<file path="config.mk">
export PLATFORM = sky130hd
export DESIGN_NAME = spi_cmd_master
export DESIGN_NICKNAME = d
export VERILOG_FILES = /design/src/rtl/spi_pkg.sv /design/src/rtl/spi_tick_gen.sv /design/src/rtl/spi_cmd_master.sv
export SDC_FILE = /design/constraint.sdc
export NUM_CORES = 1
export LEC_CHECK = 0
export BUFFER_PORTS_ARGS = -buffer_cell sky130_fd_sc_hd__buf_2
export CORE_MARGIN = 2
export CORE_UTILIZATION = 45
export CTS_CLUSTER_SIZE = 30
export DETAILED_ROUTE_END_ITERATION = 7
export GPL_TIMING_DRIVEN = 0
export PLACE_DENSITY_LB_ADDON = 0.1
export SLEW_MARGIN = 10
export SYNTH_ARGS = -nofsm -noshare
export SYNTH_HDL_FRONTEND = slang
export SYNTH_HIERARCHICAL = 1
export SYNTH_SLANG_ARGS = --single-unit
</file>
<file path="constraint.sdc">
create_clock -name clk -period 5.7 [get_ports clk]
set_clock_uncertainty 0.2 [all_clocks]
set_input_delay 0.285 -clock clk [delete_from_list [all_inputs] [get_ports clk]]
set_output_delay 0.285 -clock clk [all_outputs]
set_load 0.02 [all_outputs]
</file>
<file path="src/rtl/spi_pkg.sv">
// Shared types and default frame widths for the SPI command master.
package spi_pkg;

   localparam int CMD_TX_W = 56;
   localparam int CMD_RX_W = 48;

   typedef enum logic [2:0] {
      ST_IDLE,
      ST_SETUP,
      ST_SCK_HI,
      ST_SCK_LO,
      ST_HOLD,
      ST_GAP
   } spi_mst_state_t;

endpackage

</file>
<file path="src/rtl/spi_tick_gen.sv">
// Loadable down-counter. It raises tick for one cycle in the last cycle of a loaded interval,
// so a load of N followed by a tick spans exactly N clk cycles.
module spi_tick_gen #(
   parameter int W = 4
) (
   input  logic         clk,
   input  logic         nrst,
   input  logic         load,
   input  logic [W-1:0] load_val,
   output logic         tick
);

   logic [W-1:0] cnt;

   always_ff @(posedge clk or negedge nrst) begin
      if (!nrst) begin
         cnt <= '0;
      end else if (load) begin
         cnt <= load_val;
      end else if (cnt != '0) begin
         cnt <= cnt - W'(1);
      end
   end

   assign tick = (cnt == W'(1));

endmodule

</file>
<file path="src/rtl/spi_cmd_master.sv">
// SPI mode-0 command initiator: shifts out one TX_WIDTH-bit command MSB first and
// returns the first RX_WIDTH bits sampled on miso as the response word.
module spi_cmd_master
   import spi_pkg::*;
#(
   parameter int TX_WIDTH = CMD_TX_W,
   parameter int RX_WIDTH = CMD_RX_W,
   parameter int CLK_DIV  = 4,
   parameter int SS_GUARD = 8
) (
   input  logic                clk,
   input  logic                nrst,
   input  logic                start,
   input  logic [TX_WIDTH-1:0] tx_data,
   output logic                ready,
   output logic                busy,
   output logic [RX_WIDTH-1:0] rx_data,
   output logic                rx_valid,
   output logic                spi_clk,
   output logic                spi_ss,
   output logic                spi_mosi,
   input  logic                spi_miso
);

   localparam int DIV_MAX = (CLK_DIV > SS_GUARD) ? CLK_DIV : SS_GUARD;
   localparam int DW      = $clog2(DIV_MAX + 1);
   localparam int BW      = $clog2(TX_WIDTH + 1);

   if (CLK_DIV < 4) begin : g_chk_div
      $error("spi_cmd_master: CLK_DIV must be >= 4");
   end
   if (SS_GUARD < 2) begin : g_chk_guard
      $error("spi_cmd_master: SS_GUARD must be >= 2");
   end
   if (RX_WIDTH > TX_WIDTH) begin : g_chk_rx
      $error("spi_cmd_master: RX_WIDTH must be <= TX_WIDTH");
   end

   spi_mst_state_t      state, state_nx;
   logic                tick;
   logic                ld;
   logic [DW-1:0]       ld_val;
   logic                do_accept, do_rise, do_fall, do_done;
   logic [BW-1:0]       bit_cnt;
   logic [TX_WIDTH-2:0] tx_sr;
   logic [RX_WIDTH-1:0] rx_sr;
   logic [1:0]          miso_sync;

   spi_tick_gen #(.W(DW)) u_tick (
      .clk      (clk),
      .nrst     (nrst),
      .load     (ld),
      .load_val (ld_val),
      .tick     (tick)
   );

   always_ff @(posedge clk or negedge nrst) begin
      if (!nrst) state <= ST_IDLE;
      else       state <= state_nx;
   end

   always_comb begin
      state_nx  = state;
      ld        = 1'b0;
      ld_val    = '0;
      do_accept = 1'b0;
      do_rise   = 1'b0;
      do_fall   = 1'b0;
      do_done   = 1'b0;
      unique case (state)
         ST_IDLE: if (start) begin
            do_accept = 1'b1;
            ld        = 1'b1;
            ld_val    = DW'(SS_GUARD);
            state_nx  = ST_SETUP;
         end
         ST_SETUP: if (tick) begin
            do_rise  = 1'b1;
            ld       = 1'b1;
            ld_val   = DW'(CLK_DIV);
            state_nx = ST_SCK_HI;
         end
         ST_SCK_HI: if (tick) begin
            do_fall  = 1'b1;
            ld       = 1'b1;
            ld_val   = DW'(CLK_DIV);
            state_nx = ST_SCK_LO;
         end
         // bit_cnt already counts the falling edge that opened this low phase
         ST_SCK_LO: if (tick) begin
            ld = 1'b1;
            if (bit_cnt < BW'(TX_WIDTH)) begin
               do_rise  = 1'b1;
               ld_val   = DW'(CLK_DIV);
               state_nx = ST_SCK_HI;
            end else begin
               ld_val   = DW'(SS_GUARD);
               state_nx = ST_HOLD;
            end
         end
         ST_HOLD: if (tick) begin
            do_done  = 1'b1;
            ld       = 1'b1;
            ld_val   = DW'(SS_GUARD);
            state_nx = ST_GAP;
         end
         ST_GAP: if (tick) begin
            state_nx = ST_IDLE;
         end
         default: state_nx = ST_IDLE;
      endcase
   end

   assign ready = (state == ST_IDLE);
   assign busy  = !ready;

   always_ff @(posedge clk or negedge nrst) begin
      if (!nrst) begin
         spi_ss    <= 1'b1;
         spi_clk   <= 1'b0;
         spi_mosi  <= 1'b0;
         rx_data   <= '0;
         rx_valid  <= 1'b0;
         bit_cnt   <= '0;
         miso_sync <= '0;
      end else begin
         miso_sync <= {miso_sync[0], spi_miso};
         rx_valid  <= do_done;
         if (do_accept) begin
            spi_ss   <= 1'b0;
            spi_mosi <= tx_data[TX_WIDTH-1];
            bit_cnt  <= '0;
         end
         if (do_rise) spi_clk <= 1'b1;
         if (do_fall) begin
            spi_clk  <= 1'b0;
            spi_mosi <= tx_sr[TX_WIDTH-2];
            bit_cnt  <= bit_cnt + BW'(1);
         end
         if (do_done) begin
            spi_ss   <= 1'b1;
            spi_mosi <= 1'b0;
            rx_data  <= rx_sr;
         end
      end
   end

   // The MSB leaves on mosi at accept, so only the remaining bits wait in tx_sr.
   always_ff @(posedge clk) begin
      if (do_accept)    tx_sr <= tx_data[TX_WIDTH-2:0];
      else if (do_fall) tx_sr <= tx_sr << 1;
   end

   always_ff @(posedge clk) begin
      if (do_fall && (bit_cnt < BW'(RX_WIDTH))) rx_sr <= {rx_sr[RX_WIDTH-2:0], miso_sync[1]};
   end

endmodule
</file>
# Word-level counts from Yosys, hierarchy flattened

Cells that the tools add are included.
W data, S select, Z words.

Add/subtract/negate cells: 2
$mul: 0
Divide/modulo/power cells: 0
Magnitude comparators: 2
Equality and inequality tests: 12
Shifts and indexed selects: 0
Muxes and demuxes: 36
Bitwise logic cells: 0
Reduce and logical (&&, ||, !) cells: 12

Operator list:

| kind                  | count |
|---|---|
| $mux W55              | 2 |
| $mux W3               | 8 |
| $mux W4               | 6 |
| $pmux W3 S6           | 1 |
| $pmux W4 S4           | 1 |
| $mux W1               | 14 |
| $lt A6 B6 Y1 const B  | 2 |
| $mux W6               | 2 |
| $ne A2 B2 Y1 const B  | 6 |
| $reduce_bool A2 Y1    | 4 |
| $add A6 B1 Y6 const B | 1 |
| $eq A3 B2 Y1 const B  | 2 |
| $eq A3 B3 Y1 const B  | 2 |
| $reduce_and A6 Y1     | 1 |
| $eq A4 B1 Y1 const B  | 1 |
| $pmux W1 S2           | 2 |
| $reduce_bool A4 Y1    | 1 |
| $reduce_or A4 Y1      | 1 |
| $sub A4 B1 Y4 const B | 1 |
| $eq A3 B1 Y1 const B  | 1 |
| $logic_not A3 Y1      | 1 |
| $reduce_bool A3 Y1    | 1 |
| $reduce_or A2 Y1      | 1 |
| $logic_and A1 B1 Y1   | 1 |
| $logic_not A1 Y1      | 1 |

Bits in registers: 170
Bits in latches: 0
RAM bits: 0
ROM bits: 0
Bits of input ports: 60
Logic and storage cells: 75
Memories kept: 0

# Longest topological paths before layout

Depth after elaboration: 6
Depth in mapped cells: 10

# Modules after synthesis

Netlist, hierarchy kept.

By module, submodules not included:

| module         | instances | cells an instance | area each (µm²) |
|---|---|---|---|
| spi_cmd_master | 1         | 460               | 6323.6 |
| spi_tick_gen   | 1         | 24                | 265.3 |

# Worst setup path after synthesis

OpenSTA, ideal clock, no wires.

Path kind: flip-flop to flip-flop
From: reg u_tick.cnt[1]
To: reg rx_sr[0], enable pin
Setup time: 0.469 ns
Data arrival time: 3.760 ns
Data required time: 5.031 ns
Setup slack: 1.271 ns
Stages on the path, launching flop included: 8
Path buffers: 2
Clock period less this slack: 4.429 ns
Path through: dfrtp_1 > inv_1 > ha_1 > nor3b_1 > clkbuf_1 > nand4bb_1 > clkbuf_1 > a21oi_1

Word-level cells in the longest chain between the ends: 4

RTL lines:

| item                   | line                  | RTL |
|---|---|---|
| start, declared        | spi_tick_gen.sv:13    | `logic [W-1:0] cnt;` |
| start signal, assigned | spi_tick_gen.sv:19    | `cnt <= load_val;` |
| start signal, assigned | spi_tick_gen.sv:21    | `cnt <= cnt - W'(1);` |
| $eq A4 B1 Y1           | spi_tick_gen.sv:25    | `assign tick = (cnt == W'(1));` |
| via tick               | spi_cmd_master.sv:40  | `logic tick;` |
| $mux W1                | spi_cmd_master.sv:83  | `ST_SCK_HI: if (tick) begin` |
| $mux W1                | spi_cmd_master.sv:70  | `unique case (state)` |
| $logic_and A1 B1 Y1    | spi_cmd_master.sv:155 | `if (do_fall && (bit_cnt < BW'(RX_WIDTH))) rx_sr <= {rx_sr[RX_WIDTH-2:0], miso_sync[1]};` |
| end signal, assigned   | spi_cmd_master.sv:155 |  |
| end, declared          | spi_cmd_master.sv:46  | `logic [RX_WIDTH-1:0] rx_sr;` |

The timed path passes the listed nets, and every way through them passes these cells.
A chain may end at the register's enable or synchronous reset.

# Final worst setup path

From: reg u_tick.cnt[1]
To: reg tx_sr[12], enable pin

Word-level cells in the longest chain between the ends: 4

RTL lines:

| item                                | line                  | RTL |
|---|---|---|
| $eq A4 B1 Y1                        | spi_tick_gen.sv:25    |  |
| via tick                            | spi_cmd_master.sv:40  |  |
| $mux W1                             | spi_cmd_master.sv:83  |  |
| $mux W1                             | spi_cmd_master.sv:70  |  |
| $reduce_bool A2 Y1 (no source line) | -                     |  |
| end signal, assigned                | spi_cmd_master.sv:150 | `if (do_accept) tx_sr <= tx_data[TX_WIDTH-2:0];` |
| end signal, assigned                | spi_cmd_master.sv:151 | `else if (do_fall) tx_sr <= tx_sr << 1;` |
| end, declared                       | spi_cmd_master.sv:45  | `logic [TX_WIDTH-2:0] tx_sr;` |

The timed path passes the listed nets, and every way through them passes these cells.

==> results_dict.tcl <==
set metrics [dict create \
    cp_max_fo 34 \
    grt_pass1_vias 4342 \
    vias 4227 \
    setup-violations-final 0 \
    period_share 0.537 \
    cts_setup_buffers 0 \
    post-route-min-period_ns 3.06 \
    status "completed" \
    grt_setup_unrepaired "false" \
    start_util 0.457 \
    drv_slew 0 \
    yosysTopAreaCell "edfxtp_1" \
    synth_area_leaders "edfxtp_1 (47%), dfrtp_1 (25%), nand2_1 (9.9%)" \
    drtIter0Drc 232 \
    avgSynthCellArea_um2 13.6 \
    ys_ff_latch 170 \
    drc_errors 0 \
    drive_gt1_frac 0.318 \
    max_clock_freq_mhz 326 \
    cts_tree "built" \
    yosysSeqAreaShare 0.724 \
    slew_headroom 0.632 \
    cts.sinks 170 \
    h-tree-depth 4 \
    root_buffer "clkbuf_16" \
    grt_max_degree 47 \
    path_class "reg -> reg" \
    antenna_found_initial 0 \
    grt_pass1_wl_um 21000 \
    cts_buffer_depth 2 \
    antenna_cells 0 \
    power_density_nw_per_um2 364 \
    drt_first_pass_iters 4 \
    grtUsageTotal 0.168 \
    cp-end-kind "register" \
    ant_nets 0 \
    gp_congestion 0.737 \
    layout_commonest_cell "nand2_1" \
    worst_pin_slew_ns 0.550 \
    hold_path_class "in -> reg" \
    numPortBuffers 113 \
    arrival_ns 2.97 \
    start_kind "register" \
    synthArstFlopShare 0.394 \
    final_cell_mix "nand2_1 (173), buf_2 (123), edfxtp_1 (103), dfrtp_1 (66), dlygate4sd3_1 (57)" \
    critical_path_required_ns 5.61 \
    syn_inst 484 \
    placed_cell_area_um2 7500 \
    fp.dieW_um 125 \
    die_y_um 125 \
    maxCapViolations 0 \
    ys.flop_type "edfxtp_1" \
    ios 114 \
    wirelength_um 12600 \
    design_area_um2 8640 \
    netlist_area_um2 6590 \
    clkTransAtPathRegs_ns 0.06 \
    leakage_nw 3.95 \
    yosys_warnings 6 \
    wl_per_cell_um 14.4 \
    fillCellCount 1148 \
    yosys.area.top_type_share 0.469 \
    peakVddDrop_mv 0.266 \
    syn2layout_area_growth_pct 31.1 \
    fp.dieArea_um2 15600 \
    via_per_inst 4.83 \
    fin_hold_ws_ns 0.00800 \
    synth.distinct_cells 39 \
    synth_edf_count 103 \
    numCtsBuffers 17 \
    hpwlAfterDp_um 7880 \
    nets 742 \
    clock_latency_ns 0.42 \
    num_rows 44 \
    final_util 0.599 \
    grt-ovfl-total 0 \
    hold_viol_final 0 \
    core_area_um2 14400 \
]
-- final cells by class --
type                       instances  area (µm²)  area share
timing repair buffer             174        1230       0.143
buffer                            25         130      0.0151
clock inverter                    10        92.6      0.0107
tap                              184         230      0.0267
clock buffer                      22         474      0.0549
multi-input combinational        285        1690       0.195
sequential                       170        4770       0.552
inverter                           5        18.8     0.00217
-- critical path, stage by stage (launching register included) --
cell and delay, ns:
dfrtp_1 0.38, inv_1 0.11, ha_1 0.16, nor3b_1 0.18, clkbuf_1 0.33, nand4bb_1 0.25
clkbuf_1 0.33, nand2_2 0.51, buf_12 0.29
-- per-layer routing --
| metal | track usage | routed length [µm] | up-vias |
|---|---|---|---|
| met3 | 0.0561 | 770 | 8 |
| met4 | 0.0471 | 121 | 0 |
| li1 | - | - | 2059 |
| met2 | 0.261 | 5780 | 126 |
| met1 | 0.228 | 5910 | 2034 |
| met5 | 0 | 0 | - |
-- where the power goes --
group / internal (mW) / switching [mW]
Sequential: 1.51 / 0.0735
Combinational: 0.200 / 0.268
Clock: 0.635 / 0.457
-- registers in the layout (all words and copies together), names as in the netlist --
name and count:
spi_ss 1, rx_data 48, tx_sr 55, bit_cnt 6, state 3, rx_sr 48, spi_mosi 1, rx_valid 1
spi_clk 1, miso_sync 2, u_tick/cnt 4
-- synth_stat cells (all sizes together) (3+ instances only) --
library cell,count
ha,4
buf,17
a21oi,4
clkbuf,8
nor3,6
dfrtp,66
mux2i,4
nor2,3
edfxtp,103
nand2,174
mux2,52
o21ai,4
inv,5
nand3,6
nor3b,3
-- kinds of logic (layout without fill, tap and decap cells) --
logic type	Yosys count	after routing	share of synthesized area
AOI/OAI and AO/OA	17	17	0.0173
xor gates and xnor gates	2	2	0.00266
adders and majority gates	4	4	0.00760
buffers and inverters	30	236	0.0226
DFF	170	170	0.724
muxes	56	56	0.0949
other	1	2	0.000569
and+or+nand+nor	204	204	0.130
-- what timing repair did --
action / CTS / global route
gates resized for setup: 0 / 0
hold buffers: 57 / 0
hold endpoints to repair: 122 / 0
-- worst paths after layout --
path                                           startpoint                       to  slack, ns  cells after the start
worst max-delay path            u_tick/cnt[1]$_DFFE_PN0P_      tx_sr[12]$_DFFE_PP_       2.64                      8
worst min-delay path                          tx_data[55]     spi_mosi$_DFFE_PN0P_      0.008                      3
worst max register to register  u_tick/cnt[1]$_DFFE_PN0P_      tx_sr[12]$_DFFE_PP_       2.64                      8
worst min register to register     miso_sync[0]$_DFF_PN0_   miso_sync[1]$_DFF_PN0_       0.15                      0
max in group asynchronous                            nrst       spi_ss$_DFFE_PN1P_       4.58                      3
min in group asynchronous                            nrst  rx_data[25]$_DFFE_PN0P_       0.12                      2
-- stage by stage --
stage | setup WS (ns) | TNS [ns] | total power [mW] | instances
2_1_floorplan | 1.27 | 0 | 1.89 | 485
3_3_place_gp | -0.273 | -13.00 | 2.01 | 782
3_5_place_dp | 2.63 | 0 | 2.05 | 786
4_1_cts | 2.62 | 0 | 3.18 | 875
5_1_grt | 2.34 | 0 | 3.31 | 875
6_report | 2.64 | 0 | 3.15 | 875
(Power assumes the default switching activity.)
